## config.mk

```make
export PLATFORM = sky130hd
export DESIGN_NAME = cc_puncture
export DESIGN_NICKNAME = d
export VERILOG_FILES = /design/src/rtl/cc_pkg.sv /design/src/rtl/punc_fifo.sv /design/src/rtl/cc_puncture.sv
export SDC_FILE = /design/constraint.sdc
export NUM_CORES = 1
export LEC_CHECK = 0
export BUFFER_PORTS_ARGS = -buffer_cell sky130_fd_sc_hd__buf_2
export CAP_MARGIN = 20
export CORE_UTILIZATION = 45
export CTS_BUF_LIST = sky130_fd_sc_hd__clkbuf_4 sky130_fd_sc_hd__clkbuf_8
export CTS_CLUSTER_DIAMETER = 150
export DETAILED_ROUTE_END_ITERATION = 12
export PLACE_DENSITY = 0.69
export SLEW_MARGIN = 20
export SYNTH_ARGS = -nofsm -noshare
export SYNTH_HDL_FRONTEND = slang
export SYNTH_SLANG_ARGS = --single-unit
```

## constraint.sdc

```tcl
create_clock -name clk -period 10.54 [get_ports clk]
set_input_delay 2.108 -clock clk [delete_from_list [all_inputs] [get_ports clk]]
set_output_delay 2.108 -clock clk [all_outputs]
set_load 0.05 [all_outputs]
```

## src/rtl/cc_pkg.sv

```systemverilog
// Rate codes, puncture period and keep-mask lookup shared by the coder wrapper and puncturer.
package cc_pkg;

  localparam int unsigned CC_RATE_W = 2;

  typedef enum logic [CC_RATE_W-1:0] {
    CC_RATE_1_2 = 2'd0,
    CC_RATE_2_3 = 2'd1,
    CC_RATE_3_4 = 2'd2,
    CC_RATE_5_6 = 2'd3
  } cc_rate_e;

  function automatic logic [2:0] cc_period(cc_rate_e rate);
    logic [2:0] p;
    p = 3'd1;
    case (rate)
      CC_RATE_1_2: p = 3'd1;
      CC_RATE_2_3: p = 3'd2;
      CC_RATE_3_4: p = 3'd3;
      CC_RATE_5_6: p = 3'd5;
      default:     p = 3'd1;
    endcase
    return p;
  endfunction

  // Returns {keep_Y, keep_X}. All 802.16 patterns share the prefix 11,10,01,10,01,
  // so phase alone selects the mask; out-of-period phases fall back to keep-both.
  function automatic logic [1:0] cc_keep(cc_rate_e rate, logic [2:0] ph);
    logic [1:0] m;
    if (ph == 3'd0 || ph >= cc_period(rate)) m = 2'b11;
    else if (ph[0])                          m = 2'b10;
    else                                     m = 2'b01;
    return m;
  endfunction

endpackage

```

## src/rtl/punc_fifo.sv

```systemverilog
// Tagged bit FIFO: up to two writes and one read per clock, registered read port.
module punc_fifo #(
  parameter  int unsigned DEPTH = 8,
  localparam int unsigned AW    = $clog2(DEPTH)
) (
  input  logic        clk,
  input  logic        reset,
  input  logic        i_wr0_en,
  input  logic [1:0]  i_wr0,
  input  logic        i_wr1_en,
  input  logic [1:0]  i_wr1,
  output logic [AW:0] o_count,
  output logic        o_rd_valid,
  output logic [1:0]  o_rd
);

  logic [1:0]    r_mem [DEPTH];
  logic [AW-1:0] r_wptr;
  logic [AW-1:0] r_rptr;
  logic [AW:0]   r_count;
  logic          r_rd_valid;
  logic [1:0]    r_rd;
  logic          w_rd;
  logic [AW-1:0] w_wptr1;

  assign w_rd    = (r_count != '0);
  assign w_wptr1 = r_wptr + AW'(1);

  always_ff @(posedge clk) begin
    if (i_wr0_en) r_mem[r_wptr]  <= i_wr0;
    if (i_wr1_en) r_mem[w_wptr1] <= i_wr1;
  end

  always_ff @(posedge clk or posedge reset) begin
    if (reset) begin
      r_wptr     <= '0;
      r_rptr     <= '0;
      r_count    <= '0;
      r_rd_valid <= 1'b0;
      r_rd       <= '0;
    end else begin
      r_wptr  <= r_wptr + AW'(i_wr0_en) + AW'(i_wr1_en);
      r_count <= r_count + (AW+1)'(i_wr0_en) + (AW+1)'(i_wr1_en) - (AW+1)'(w_rd);
      r_rd_valid <= w_rd;
      if (w_rd) begin
        r_rd   <= r_mem[r_rptr];
        r_rptr <= r_rptr + AW'(1);
      end
    end
  end

  assign o_count    = r_count;
  assign o_rd_valid = r_rd_valid;
  assign o_rd       = r_rd;

endmodule

```

## src/rtl/cc_puncture.sv

```systemverilog
// 802.16 OFDM puncturer: rate latch, phase counter, mask steering into a tagged bit FIFO.
module cc_puncture
  import cc_pkg::*;
#(
  parameter int unsigned FIFO_DEPTH = 8
) (
  input  logic       clk,
  input  logic       reset,
  input  logic       valid_in,
  input  logic [1:0] xy_in,
  input  logic       sob_in,
  input  logic       eob_in,
  input  logic [1:0] cc_rate,
  output logic       in_ready,
  output logic       z,
  output logic       valid_out,
  output logic       last_out,
  output logic       phase_err
);

  localparam int unsigned CW = $clog2(FIFO_DEPTH) + 1;
  localparam logic [CW-1:0] DEPTH_C = CW'(FIFO_DEPTH);

  cc_rate_e      r_rate;
  logic [2:0]    r_ph;
  logic          r_perr;

  cc_rate_e      w_rate;
  logic [2:0]    w_ph;
  logic [1:0]    w_keep;
  logic          w_last_ph;
  logic          w_accept;
  logic          w_wr0_en;
  logic          w_wr1_en;
  logic [1:0]    w_wr0;
  logic [1:0]    w_wr1;
  logic [CW-1:0] w_count;
  logic [1:0]    w_rd;

  // The sob pair uses its own cc_rate and phase 0 before the latch updates.
  assign w_rate    = sob_in ? cc_rate_e'(cc_rate) : r_rate;
  assign w_ph      = sob_in ? 3'd0 : r_ph;
  assign w_keep    = cc_keep(w_rate, w_ph);
  assign w_last_ph = (w_ph == cc_period(w_rate) - 3'd1);
  assign in_ready  = (DEPTH_C - w_count) >= CW'(2);
  assign w_accept  = valid_in && in_ready;

  // Kept bits are packed X-first; the tag lands on whichever entry is written last.
  always_comb begin
    w_wr0_en = 1'b0;
    w_wr1_en = 1'b0;
    w_wr0    = '0;
    w_wr1    = '0;
    if (w_accept) begin
      w_wr0_en = 1'b1;
      if (w_keep == 2'b11) begin
        w_wr1_en = 1'b1;
        w_wr0    = {1'b0, xy_in[0]};
        w_wr1    = {eob_in, xy_in[1]};
      end else if (w_keep[0]) begin
        w_wr0    = {eob_in, xy_in[0]};
      end else begin
        w_wr0    = {eob_in, xy_in[1]};
      end
    end
  end

  always_ff @(posedge clk or posedge reset) begin
    if (reset) begin
      r_rate <= CC_RATE_1_2;
      r_ph   <= '0;
      r_perr <= 1'b0;
    end else begin
      r_perr <= w_accept && eob_in && !w_last_ph;
      if (w_accept) begin
        if (sob_in) r_rate <= w_rate;
        r_ph <= (eob_in || w_last_ph) ? 3'd0 : w_ph + 3'd1;
      end
    end
  end

  punc_fifo #(
    .DEPTH (FIFO_DEPTH)
  ) u_fifo (
    .clk        (clk),
    .reset      (reset),
    .i_wr0_en   (w_wr0_en),
    .i_wr0      (w_wr0),
    .i_wr1_en   (w_wr1_en),
    .i_wr1      (w_wr1),
    .o_count    (w_count),
    .o_rd_valid (valid_out),
    .o_rd       (w_rd)
  );

  assign z         = w_rd[0];
  assign last_out  = w_rd[1];
  assign phase_err = r_perr;

endmodule

```

==> results.md <==
* Status: complete, no violations
* Detailed-route DRC error count at 0
* Mapped Area at 2318 um^2
* Post-cts sizing count at 0
* Syn_area_per_cell at 10.94 um^2
* Non-filler cells, final at just under 300
* Final Hold Fails at 0
* Post-synth EDFFs at 16
* Asr flop ratio synth at approximately 54%
* Worst-path cell chain: buf_2 > mux2i_1 > inv_1 > ha_1 > inv_1 > ha_1 > or2b_1 > maj3_2 > a21o_2 > and2_1 > inv_1 > ha_1 > inv_1 > fa_1 > fa_1 > xnor2_1
* Peak Freq at between 150 and 200 MHz
* Synth warn at 0
* Hold WC Path Type: flop to flop
* Fin crit share at 51.03%
* Power Internal at 0.4369 mW
* Crit path required time at 10.71 ns
* Crit-path max cell delay at around 0.40 ns
* Mapped Nets at 240
* Placeable core area at 4848 um^2
* Pwr Density at approximately 310 nW/um^2
* Bufs and invs on worst path at 5
* Top-area cell type share of the netlist area at between 20% and 30%
* Synthesized instance count at 212
* Placed Instances at 281
* Fin nets at 249
* Routed vias/inst at around 5.4
* Final setup viols at 0
* Net switching power at between 0.3 and 0.4 mW
* I/O Pins at 14
* Slew HR at 50.70%
* Clk Latency, worst-skew pair at between 0.2 and 0.3 ns
* RePlAce Congestion at between 0.7 and 0.8
* Die H at 73.78 um
* Max capacitance violation total at 0
* Crit path top cell by count: inv_1
* Initial antenna violation count at 0
* Finished Cell Area at 2459 um^2
* Die Footprint at around 5400 um^2
* Clock-pin slew on the worst setup and hold paths at 0.07 ns
* Predominant post-synthesis flop cell: dfrtp_1
* Vias at ~1500
* Via count of the first global-routing pass at about 1500
* DRT Wirelength at 4001 um
* Final core utilization at between 50% and 60%
* Crit path max-delay family: adder cells
* Final HPWL DP at about 3000 um
* Worst EP arrival at about 5.6 ns
* Starting Density at a little under half
* Root Driver: clkbuf_8
* Hold_buf cts at 0
* Drt wl/cell at around 14 um
* Most frequent cells in the layout: a21oi_1 (24), dfrtp_1 (19), ha_1 (16), edfxtp_1 (16), inv_1 (15)
* Detailed-router iteration count before antenna repair at 4
* Synth-to-layout area growth at 6.044%
* Ant. Diodes at 0
* Synth area leaders: edfxtp_1 (21%), dfrtp_1 (21%), ha_1 (8.6%)
* Clk buf depth at 2
* Post-synth cell types at 46
* Max VDD drop at ~140 uV
* Gr usage total at 17.18%
* Register bit total from synthesis at 35
* H-tree levels at 2
* Sequential Power Share at around a third
* Initial drt markers at 74
* Seq/Total Area, Yosys at 41.23%
* RSZ-0062 raised after global routing: false
* CTS Sinks at 35
* CP endpoint kind: flop
* CTS tree: built
* Pleak at about 1 nW
* DIE WIDTH at 73.78 um
* CP startpoint kind: input pin
* Max Slew Vio Count at 0
* CTS buffer count at 5
* Kind of critical path: input pin to flop
* Remaining antenna violation count at 0
* Worst-margin pin slew at approximately 0.74 ns
* GR Overflow Total at 0
* Sw Share at roughly 44%
* Worst Skew at between 0.007 and 0.008 ns
* Total Neg Setup Slack at 0 ns
* FP Rows at 25
* Comb power frac at between 50% and 60%
* Commonest non-fill, non-tap cell in the layout: a21oi_1
* Port bufs at 13
* Postcts setup bufs at 0
* Area leader, netlist: edfxtp_1
* Min cycle time layout at roughly 5.4 ns
* Max FO, Critical Path at 25
* DP Area at 2374 um^2
* Largest net degree at the start of global routing at 26
* CP max-delay cell: fa_1
* Clock share of power at 12.1%
* First-pass GRT wire length at 6858 um
* Layout cells sized above 1 at between 20 and 25%
per-layer routing:
metal	part of all wire [%]	global-route usage, %	routed length (um)
met1	46	21.84	1854
met2	47	28.34	1879
met3	4.9	3.704	197
met4	1.7	7.051	70
met5	0	0	0
worst reg2reg max path, stage by stage (launching register included):
cell and delay [ns]:
dfrtp_1 0.37, mux2i_1 0.19, inv_1 0.11, ha_1 0.20
inv_1 0.05, ha_1 0.25, or2b_1 0.24, maj3_2 0.31
a21o_2 0.38, and2_1 0.26, inv_1 0.07, ha_1 0.14
inv_1 0.05, fa_1 0.39, fa_1 0.40, xnor2_1 0.13
worst paths after layout:
path / startpoint / endpoint / slack, ns / depth (start not counted)
max reg2reg: r_rate[0]$_DFFE_PP0P_ / u_fifo.o_count[2]$_DFF_PP0_ / 6.88 / 15
min reg2reg: r_rate[0]$_DFFE_PP0P_ / r_rate[0]$_DFFE_PP0P_ / 0.51 / 1
min in group asynchronous: reset / u_fifo.r_rptr[0]$_DFFE_PP0N_ / 1.94 / 2
max in group asynchronous: reset / r_ph[2]$_DFFE_PP0P_ / 8.14 / 2
max: sob_in / u_fifo.o_count[2]$_DFF_PP0_ / 5.16 / 16
min: r_rate[0]$_DFFE_PP0P_ / r_rate[0]$_DFFE_PP0P_ / 0.51 / 1
flip-flops by register name (all words and copies together) (netlist names):
| register | count |
|---|---|
| r_ph | 3 |
| u_fifo.r_mem | 16 |
| phase_err | 1 |
| r_rate | 2 |
| u_fifo.o_rd | 2 |
| u_fifo.o_rd_valid | 1 |
| u_fifo.r_wptr | 3 |
| u_fifo.o_count | 4 |
| u_fifo.r_rptr | 3 |
stage by stage:
step                      total power, mW  setup WS, ns  hold slack, ns
after floorplan                    0.6211         5.217          0.4786
after global placement             0.6754         4.981          0.4933
after detailed placement           0.6877         4.829          0.4936
after CTS                          0.7849         5.122          0.5099
after global routing               0.8475         4.953          0.5144
final                              0.7745         5.162          0.5074
Yosys cell counts, drive strengths merged (2+ instances only):
cell    count
o21ai       2
inv        15
xnor2       5
nor2b       2
nor2       11
buf         9
nor3        6
nand3       7
nand2      14
ha         16
or3b        2
edfxtp     16
or2         2
a21oi      24
nor4        2
nand3b      4
o22ai       3
or3         4
fa          3
dfrtp      19
mux2        3
nand2b      7
mux4        4
mux2i       6
xor2        6
a31o        2
a221oi      5
clkbuf      2
cell type report:
type,instances,area [um^2]
Clock buffer,6,76.32
Clock inverter,2,8.758
Fill cell,453,2390
Inverter,16,60.06
Multi-Input combinational cell,150,1209
Sequential cell,35,955.9
Tap cell,67,83.83
Timing Repair Buffer,13,65.06
logic make-up after synthesis:
logic type,Yosys count,synth area share (%)
DFF,35,41.23
and+or+nand+nor,65,15.00
xor gates and xnor gates,11,4.803
muxes,13,8.095
AOI/OAI and AO/OA,41,12.52
adders and majority gates,20,11.71
buffers and inverters,27,6.637
power groups by stage:
stage | logic [mW] | clock network, mW | registers, mW
final | 0.410 | 0.0939 | 0.271
after CTS | 0.416 | 0.0976 | 0.272
after global placement | 0.402 | 0 | 0.273
after global routing | 0.466 | 0.101 | 0.281
after detailed placement | 0.413 | 0 | 0.275
after floorplan | 0.359 | 0 | 0.262
(Power assumes the default switching activity.)
